$ cat src/rtl/pll_preset_sequencer.sv
// pll_preset_sequencer
//   Selects one of N_PRESETS clock presets and applies it to a PLL
//   reconfiguration port. The preset selector is synchronised and debounced.
//   A change starts a write sequence: mode, fractional-M, optional M-counter,
//   then start. After that the block follows the PLL through unlock and relock.
//   It holds sys_reset high until the new clock has been locked for RESET_HOLD
//   cycles.
//
//   Handshake: a register write is a one-cycle mgmt_write strobe. It is issued
//   only in a cycle where mgmt_waitrequest is low. The next write cannot start
//   until the strobe has dropped for at least one cycle.
//
// Ports
//   clk              management clock
//   reset            asynchronous, active-high reset
//   sel              requested preset index (asynchronous)
//   frac_table       fractional-M word per preset, preset i at [32*i +: 32]
//   mcnt_table       M-counter word per preset (used only when WRITE_M=1)
//   mgmt_waitrequest reconfiguration port busy
//   pll_locked       PLL lock indicator (asynchronous)
//   mgmt_write       single-cycle write strobe
//   mgmt_address     register address
//   mgmt_writedata   register data
//   busy             a sequence is in progress
//   done             one-cycle pulse when a sequence completes
//   timeout          sticky lock-timeout flag of the last sequence
//   cur_sel          preset last applied
//   sys_reset        reset request for the downstream clocked core
//   dbg_state        current FSM state, for checkers
module pll_preset_sequencer #(
    parameter int N_PRESETS     = 4,
    parameter int SELW          = 2,
    parameter int WRITE_M       = 0,
    parameter int STABLE_CYCLES = 4,
    parameter int UNLOCK_WAIT   = 256,
    parameter int LOCK_TIMEOUT  = 1000000,
    parameter int RESET_HOLD    = 100000
) (
    input  logic                   clk,
    input  logic                   reset,
    input  logic [SELW-1:0]        sel,
    input  logic [32*N_PRESETS-1:0] frac_table,
    input  logic [32*N_PRESETS-1:0] mcnt_table,
    input  logic                   mgmt_waitrequest,
    input  logic                   pll_locked,
    output logic                   mgmt_write,
    output logic [5:0]             mgmt_address,
    output logic [31:0]            mgmt_writedata,
    output logic                   busy,
    output logic                   done,
    output logic                   timeout,
    output logic [SELW-1:0]        cur_sel,
    output logic                   sys_reset,
    output logic [3:0]             dbg_state
);

    localparam logic [3:0] S_INIT        = 4'd0;
    localparam logic [3:0] S_IDLE        = 4'd1;
    localparam logic [3:0] S_MODE        = 4'd2;
    localparam logic [3:0] S_FRAC        = 4'd3;
    localparam logic [3:0] S_MCNT        = 4'd4;
    localparam logic [3:0] S_START       = 4'd5;
    localparam logic [3:0] S_WAIT_UNLOCK = 4'd6;
    localparam logic [3:0] S_WAIT_LOCK   = 4'd7;
    localparam logic [3:0] S_HOLD        = 4'd8;

    // One shared cycle counter, sized for the longest wait.
    localparam int MAX_A   = (UNLOCK_WAIT > LOCK_TIMEOUT) ? UNLOCK_WAIT : LOCK_TIMEOUT;
    localparam int CNT_MAX = (MAX_A > RESET_HOLD) ? MAX_A : RESET_HOLD;
    localparam int CW      = $clog2(CNT_MAX + 1);
    localparam logic [CW-1:0] UW_LAST = CW'(UNLOCK_WAIT - 1);
    localparam logic [CW-1:0] LT_LAST = CW'(LOCK_TIMEOUT - 1);
    localparam logic [CW-1:0] RH_LAST = CW'(RESET_HOLD - 1);

    localparam int SCW = $clog2(STABLE_CYCLES + 1);
    localparam logic [SCW-1:0] STABLE_C = SCW'(STABLE_CYCLES);

    // ------------------------------------------------------------------
    // Input synchronisers and selector debounce filter
    // ------------------------------------------------------------------
    logic [SELW-1:0] sel_s1_q, sel_s2_q, cand_q, sel_f_q;
    logic [SCW-1:0]  stab_cnt_q;
    logic            settled_q;
    logic            lock_s1_q, lock_s2_q;

    always_ff @(posedge clk or posedge reset) begin
        if (reset) begin
            sel_s1_q   <= '0;
            sel_s2_q   <= '0;
            cand_q     <= '0;
            stab_cnt_q <= '0;
            sel_f_q    <= '0;
            settled_q  <= 1'b0;
            lock_s1_q  <= 1'b0;
            lock_s2_q  <= 1'b0;
        end else begin
            sel_s1_q  <= sel;
            sel_s2_q  <= sel_s1_q;
            lock_s1_q <= pll_locked;
            lock_s2_q <= lock_s1_q;
            // stab_cnt_q counts consecutive synchronised samples equal to cand_q.
            if (sel_s2_q != cand_q) begin
                cand_q     <= sel_s2_q;
                stab_cnt_q <= SCW'(1);
            end else if (stab_cnt_q != STABLE_C) begin
                stab_cnt_q <= stab_cnt_q + SCW'(1);
            end
            if (stab_cnt_q == STABLE_C) begin
                sel_f_q   <= cand_q;
                settled_q <= 1'b1;
            end
        end
    end

    logic sel_ok;
    assign sel_ok = settled_q && (int'(sel_f_q) < N_PRESETS);

    // ------------------------------------------------------------------
    // Sequencer FSM
    // ------------------------------------------------------------------
    logic [3:0]      state_q, state_d;
    logic [SELW-1:0] target_q, target_d;
    logic [CW-1:0]   cnt_q, cnt_d, cnt_inc;
    logic            wr_q, wr_d;
    logic [5:0]      addr_q, addr_d;
    logic [31:0]     data_q, data_d;
    logic            busy_q, busy_d;
    logic            done_q, done_d;
    logic            timeout_q, timeout_d;
    logic [SELW-1:0] cur_sel_q, cur_sel_d;
    logic            sys_reset_q, sys_reset_d;

    logic [5:0]  wr_addr;
    logic [31:0] wr_data;
    logic [3:0]  wr_next;

    assign cnt_inc = (cnt_q == {CW{1'b1}}) ? cnt_q : cnt_q + CW'(1);

    // Register address, data and successor for whichever write state is active.
    always_comb begin
        wr_addr = 6'd0;
        wr_data = 32'd0;
        wr_next = S_IDLE;
        case (state_q)
            S_MODE: begin
                wr_addr = 6'd0;
                wr_next = S_FRAC;
            end
            S_FRAC: begin
                wr_addr = 6'd7;
                wr_data = frac_table[{target_q, 5'b0} +: 32];
                wr_next = (WRITE_M != 0) ? S_MCNT : S_START;
            end
            S_MCNT: begin
                wr_addr = 6'd4;
                wr_data = mcnt_table[{target_q, 5'b0} +: 32];
                wr_next = S_START;
            end
            S_START: begin
                wr_addr = 6'd2;
                wr_next = S_WAIT_UNLOCK;
            end
            default: ;
        endcase
    end

    always_comb begin
        state_d     = state_q;
        target_d    = target_q;
        cnt_d       = cnt_q;
        wr_d        = 1'b0;
        addr_d      = addr_q;
        data_d      = data_q;
        done_d      = 1'b0;
        timeout_d   = timeout_q;
        cur_sel_d   = cur_sel_q;
        sys_reset_d = sys_reset_q;
        case (state_q)
            // After reset one sequence always runs, even if sel matches cur_sel.
            S_INIT, S_IDLE: begin
                if (sel_ok && (state_q == S_INIT || sel_f_q != cur_sel_q)) begin
                    target_d    = sel_f_q;
                    timeout_d   = 1'b0;
                    sys_reset_d = 1'b1;
                    cnt_d       = '0;
                    state_d     = S_MODE;
                end
            end
            S_MODE, S_FRAC, S_MCNT, S_START: begin
                if (wr_q) begin
                    // Strobe was high last cycle: drop it and move on.
                    state_d = wr_next;
                    cnt_d   = '0;
                end else if (!mgmt_waitrequest) begin
                    wr_d   = 1'b1;
                    addr_d = wr_addr;
                    data_d = wr_data;
                end
            end
            S_WAIT_UNLOCK: begin
                if (!lock_s2_q || cnt_q >= UW_LAST) begin
                    state_d = S_WAIT_LOCK;
                    cnt_d   = '0;
                end else begin
                    cnt_d = cnt_inc;
                end
            end
            S_WAIT_LOCK: begin
                if (lock_s2_q) begin
                    state_d = S_HOLD;
                    cnt_d   = '0;
                end else if (cnt_q >= LT_LAST) begin
                    timeout_d = 1'b1;
                    state_d   = S_HOLD;
                    cnt_d     = '0;
                end else begin
                    cnt_d = cnt_inc;
                end
            end
            S_HOLD: begin
                // After a lock timeout the lock state is ignored, so HOLD
                // always ends after RESET_HOLD cycles.
                if (!timeout_q && !lock_s2_q) begin
                    cnt_d = '0;
                end else if (cnt_q >= RH_LAST) begin
                    cur_sel_d   = target_q;
                    sys_reset_d = 1'b0;
                    done_d      = 1'b1;
                    state_d     = S_IDLE;
                    cnt_d       = '0;
                end else begin
                    cnt_d = cnt_inc;
                end
            end
            default: begin
                state_d = S_INIT;
            end
        endcase
        busy_d = (state_d != S_IDLE) && (state_d != S_INIT);
    end

    always_ff @(posedge clk or posedge reset) begin
        if (reset) begin
            state_q     <= S_INIT;
            target_q    <= '0;
            cnt_q       <= '0;
            wr_q        <= 1'b0;
            addr_q      <= 6'd0;
            data_q      <= 32'd0;
            busy_q      <= 1'b0;
            done_q      <= 1'b0;
            timeout_q   <= 1'b0;
            cur_sel_q   <= '0;
            sys_reset_q <= 1'b1;
        end else begin
            state_q     <= state_d;
            target_q    <= target_d;
            cnt_q       <= cnt_d;
            wr_q        <= wr_d;
            addr_q      <= addr_d;
            data_q      <= data_d;
            busy_q      <= busy_d;
            done_q      <= done_d;
            timeout_q   <= timeout_d;
            cur_sel_q   <= cur_sel_d;
            sys_reset_q <= sys_reset_d;
        end
    end

    assign mgmt_write     = wr_q;
    assign mgmt_address   = addr_q;
    assign mgmt_writedata = data_q;
    assign busy           = busy_q;
    assign done           = done_q;
    assign timeout        = timeout_q;
    assign cur_sel        = cur_sel_q;
    assign sys_reset      = sys_reset_q;
    assign dbg_state      = state_q;

endmodule

$ cat config.mk
export PLATFORM = sky130hd
export DESIGN_NAME = pll_preset_sequencer
export DESIGN_NICKNAME = d
export VERILOG_FILES = /design/src/rtl/pll_preset_sequencer.sv
export SDC_FILE = /design/constraint.sdc
export NUM_CORES = 1
export LEC_CHECK = 0
export ABC_AREA = 1
export BUFFER_PORTS_ARGS = -buffer_cell sky130_fd_sc_hd__buf_2
export CAP_MARGIN = 20
export CORE_MARGIN = 2
export CORE_UTILIZATION = 40
export CTS_CLUSTER_DIAMETER = 50
export DETAILED_ROUTE_END_ITERATION = 10
export HOLD_SLACK_MARGIN = 0.15
export PLACE_DENSITY = 0.71
export SLEW_MARGIN = 20
export SYNTH_ARGS = -nofsm -noshare
export SYNTH_HDL_FRONTEND = slang
export SYNTH_SLANG_ARGS = --single-unit
$ cat constraint.sdc
create_clock -name clk -period 5.6 [get_ports clk]
set_input_delay 1.68 -clock clk [delete_from_list [all_inputs] [get_ports clk]]
set_output_delay 1.68 -clock clk [all_outputs]
set_load 0.05 [all_outputs]
Yosys cells after proc, flatten, opt, wreduce, memory -nomap -nowiden
Index checks and enable logic that the tools add are counted.

word-level totals
  register bits = 85
  output and inout bits = 49

operators by class
  reductions and logical operators = 22
  add/subtract/negate cells = 2
  order comparisons = 3
  muxes and demuxes = 36
  shifts and indexed selects = 2
  bitwise gates (word level) = 3
  equality and inequality tests = 20

operators with widths
  cell                                                    count
  indexed part select 128 x 8 -> 32 bit                   2
  two-way mux 20 bit                                      8
  one-hot mux 20 bit (5 select lines)                     1
  one-hot mux 32 bit (2 select lines)                     1
  two-way mux 4 bit                                       7
  adder 20 x 1 -> 20 bit (second input constant)          1
  == test 20 bit (second input constant)                  1
  >= comparator 20 x 17 -> 1 bit (second input constant)  1
  >= comparator 20 bit (second input constant)            1
  >= comparator 20 x 8 -> 1 bit (second input constant)   1
  one-hot mux 4 bit (5 select lines)                      1
  one-hot mux 3 bit (3 select lines)                      2
  == test 4 x 3 -> 1 bit (second input constant)          4
  two-way mux 1 bit                                       12
  != test 2 bit (second input constant)                   6
  AND reduction 3 bit                                     3
  == test 4 x 2 -> 1 bit (second input constant)          2
  AND reduction 4 bit                                     2
  two-way mux 3 bit                                       2
  nonzero test 2 bit                                      3
  nonzero test 5 bit                                      1
  == test 4 x 1 -> 1 bit (second input constant)          1
  == test 4 bit (second input constant)                   1
  logical NOT 4 bit                                       1
  other kinds (14)                                        23

Logic depth before layout (Yosys ltp)
  word-level depth = 7
  depth in mapped cells = 12

Worst setup path before layout
Ideal clock, no wire load.

  kind = flip-flop to output port
  from = reg state_q[1], in the netlist dbg_state[1]
  to = out dbg_state[1]
  path buffers = 0
  cell stages (with the launch flop) = 1
  slack = 3,220 ps
  data arrival time = 700 ps
  cells stage by stage = dfrtp_1

RTL lines
  what                      RTL line  text
  start: declaration        121       logic [3:0] state_q, state_d;
  start signal: assignment  256       state_q <= state_d;
  end: declaration          54        output logic [3:0] dbg_state

No word-level cell between the ends.

Worst setup path in the final report
  from = reg state_q[1], in the netlist dbg_state[1]
  to = reg data_q[28], in the netlist mgmt_writedata[28]

on the way
  word-level cells in the longest chain between the ends = 3
  elaborated cells on any way between the ends = 7
  classes of those cells = eq/ne (4); mux (1); reduce/logical (2)

ends and longest elaborated chain
  what                                                  RTL line  text
  == test 4 x 2 -> 1 bit, or another cell as far along  178       case (state_q)
  OR reduction 4 bit                                    178
  AND reduction 3 bit (no source line)                  -
  end signal: assignment                                261       data_q <= data_d;
  end: declaration                                      126       logic [31:0] data_q, data_d;

Several ways; a longest one is shown, not always the timed one.
A chain may end at the register's enable or synchronous reset.

==> run summary <==
- **routed via count divided by cell count** 5.34
- **most frequently used flop master after synthesis** sky130_fd_sc_hd__dfrtp_1
- **worst voltage drop across the vdd grid** 396 µV
- **upper clock frequency limit** 0.345 GHz
- **worst setup path class** reg2reg
- **sequential element share of the synthesized area** 31.8%
- **Avg Inst Size Synth** 6.37 µm²
- **number of distinct library cell variants in the gate-level netlist after synthesis** 36
- **Worst R2R Start** dbg_state[1]
- **total of flip-flops plus latches after synthesis** 82
- **Resized Gates After CTS** 0
- **first-pass GRT wire length** 36.6 mm
- **total routing usage reported by global routing** 27.9%
- **leakage power total** 4.31 nW
- **# fillers** 1632
- **result of the run** finished, final reports clean
- **worst clock skew on the final layout** 9.52 ps
- **master of the slowest instance on the critical path** sky130_fd_sc_hd__buf_4
- **fin. max-slew vios** 0
- **CP peak stage delay** 500 ps
- **initial antenna violation count** 5
- **r2r endpoint** mgmt_writedata[28]
- **max-slew headroom at the worst pin** 29.5%
- **sinks on the clock net** 82
- **Yosys Warn Count** 0
- **critical path capture point** mgmt_writedata[28]
- **horizontal die dimension** 131 µm
- **cell count after synthesis** 1014
- **area of the die** 0.0172 mm²
- **pin count of the biggest net entering global routing** 113
- **cts-stage hold buffer count** 0
- **critical path peak fanout** 94
- **number of buffers inserted by post-CTS setup repair** 0
- **Worst-path clk slew** 70 ps
- **die outline height** 131 µm
- **worst slew pin tran** 1060 ps
- **worst endpoint data arrival time** 3140 ps
- **DRT Wirelength** 25.8 mm
- **Pre-Repair DR Iteration Count** 7
- **initial standard-cell utilization of the core** 40.8%
- **most common cell after layout, fill and taps aside** sky130_fd_sc_hd__buf_2
- **number of primary I/O pins** 311
- **final-report hold violation count** 0
- **gr ovfl total** 0
- **root buffer cell** sky130_fd_sc_hd__clkbuf_16
- **Via Count** 7992
- **number of endpoints failing setup at the final stage** 0
- **Reg area** 0.00206 mm²
- **deepest clock path buffer count** 2
- **sum of net half-perimeters after detailed placement** 19.7 mm
- **Data required, critical path** 5840 ps
- **final-layout setup total negative slack** 0 ps
- **share of synthesized flip-flops with an asynchronous set or reset** 100%
- **number of input and output port buffers inserted** 307
- **CTS tree** yes
- **portion of the clock cycle consumed by the worst path in the final layout** 51.7%
- **unrepaired setup endpoints after global routing** false
- **violation count after the first detailed-routing iteration** 795
- **Row Count** 46
- **Final Worst Setup Slack** 2700 ps
- **antenna violation net count after detailed routing** 0
- **final weighted congestion in routability-driven placement** 0.979
- **per-cell routed wire length** 17.3 µm
- **area of the core** 0.0158 mm²
- **CP endpoint kind** register
- **worst reg2reg path depth** 9
- **netlist area before placement** 0.00646 mm²
- **H-tree depth** 3
- **Inserted Clock Buffers** 9
- **vias in the first global route** 6697
- **number of nets at the end of the flow** 1538
- **type of origin of the critical path** register
- **number of synthesized flops with an enable pin** 0
- **max cap viols** 0
- **area of the multi-input gates** 0.00389 mm²
- **Clock Latency Late Sink** 350 ps
- **class of the tightest hold or removal check** reg2reg
- **flop2flop setup slack** 2700 ps
- **power density over the cells** 398 mW/mm²
- **minimum period implied by the final worst setup slack** 2900 ps
- **fraction of final layout cells with drive strength greater than 1** 27.3%
- **layout overhead on the synthesized area** 28.8%
- **DRC violations left** 0
- **most frequent cells in the layout** sky130_fd_sc_hd__buf_2, sky130_fd_sc_hd__nor2_1, sky130_fd_sc_hd__nand2_1, sky130_fd_sc_hd__o21ai_0, sky130_fd_sc_hd__dfrtp_1
- **crit path from** dbg_state[1]
- **worst setup timing slack at the placement stage** 2700 ps
- **cell chain of the critical path** nor2_2 -> inv_2 -> nor2_4 -> clkinv_2 -> buf_4 -> o21ai_0 -> o211ai_1 -> nand3_1 -> nand2_1
state kept, by name (all words and copies together), names as in the netlist, 2 cells and up:
name,count
cand_q,2
cnt_q,20
cur_sel,2
dbg_state,4
mgmt_address,3
mgmt_writedata,32
sel_f_q,2
sel_s1_q,2
sel_s2_q,2
stab_cnt_q,3
target_q,2
logic make-up (layout without fill, tap and decap cells):
logic type | after synthesis | count (layout) | synth area share, %
other | 1 | 5 | 0.0581
AOI/OAI and AO/OA | 230 | 230 | 20.6
buffers and inverters | 117 | 379 | 8.14
DFF | 82 | 82 | 31.8
adders and majority gates | 3 | 3 | 0.581
xor gates and xnor gates | 16 | 16 | 2.17
muxes | 2 | 2 | 0.349
and+or+nand+nor | 563 | 563 | 36.3
layout make-up:
cell class,instances,share of cell area [%]
multi-input combinational,817,46.7
sequential,82,24.7
timing repair buffer,313,19.3
tap,216,3.25
clock buffer,9,2.71
inverter,50,2.32
clock inverter,7,0.978
antenna,2,0.0602
Yosys cell counts, types with 2 or more instances:
master	number	area, µm²
sky130_fd_sc_hd__nor2_4	2	22.5
sky130_fd_sc_hd__nor2_1	252	946
sky130_fd_sc_hd__o211ai_1	67	503
sky130_fd_sc_hd__buf_1	6	22.5
sky130_fd_sc_hd__buf_2	13	65.1
sky130_fd_sc_hd__inv_1	42	158
sky130_fd_sc_hd__nand3_2	2	20.0
sky130_fd_sc_hd__xnor2_1	7	61.3
sky130_fd_sc_hd__nor3_1	4	20.0
sky130_fd_sc_hd__nand2_1	194	728
sky130_fd_sc_hd__a21oi_1	11	55.1
sky130_fd_sc_hd__o21ai_0	148	741
sky130_fd_sc_hd__nand4_1	29	181
sky130_fd_sc_hd__inv_2	4	15.0
sky130_fd_sc_hd__nor2_2	3	18.8
sky130_fd_sc_hd__nand3_1	70	350
sky130_fd_sc_hd__dfrtp_1	81	2030
sky130_fd_sc_hd__clkinv_1	3	11.3
sky130_fd_sc_hd__nand2_2	2	12.5
sky130_fd_sc_hd__and2_1	2	12.5
sky130_fd_sc_hd__buf_4	12	90.1
sky130_fd_sc_hd__buf_6	3	33.8
sky130_fd_sc_hd__mux2_2	2	22.5
sky130_fd_sc_hd__clkbuf_1	33	124
sky130_fd_sc_hd__xor2_1	9	78.8
sky130_fd_sc_hd__ha_1	3	37.5
how the worst min path moves through the flow:
stage / from / end / slack, ps / depth (start not counted)
final: lock_s1_q / lock_s2_q / 350 / 0
after global routing: lock_s1_q / lock_s2_q / 350 / 0
after CTS: lock_s1_q / lock_s2_q / 350 / 0
after detailed placement: lock_s1_q / lock_s2_q / 340 / 0
after global placement: lock_s1_q / lock_s2_q / 330 / 0
after floorplan: lock_s1_q / lock_s2_q / 330 / 0
power by group:
group          total, mW  internal (mW)  switching [mW]
registers          0.936          0.763           0.173
logic               1.75          0.463            1.29
clock network      0.623          0.354           0.270
stage by stage:
stage	utilization [%]	instance area, µm²	total power [mW]	std cells	hold slack (ps)
6_report	52.6	8320	3.31	1496	350
5_1_grt	52.5	8310	3.52	1494	355
4_1_cts	52.5	8310	3.31	1494	352
3_5_place_dp	50.6	8010	2.66	1478	337
3_3_place_gp	50.4	7980	2.65	1477	333
2_1_floorplan	-	6460	2.16	1016	331
critical path, delay by kind of cell (launching register included):
kind / cells / cell delay (ps)
buf+inv: 3 / 1050
simple gates: 4 / 750
compound gates: 2 / 420
flops: 1 / 470
metal layers:
metal  wire (µm)  share of wire [%]  track usage [%]
met1       11300                 44             39.2
met2       11300                 44             41.6
met3        2710                 10             9.86
met4         467                1.8             5.69
met5          38               0.15                0
No activity file was read; power rests on OpenSTA's default activity.
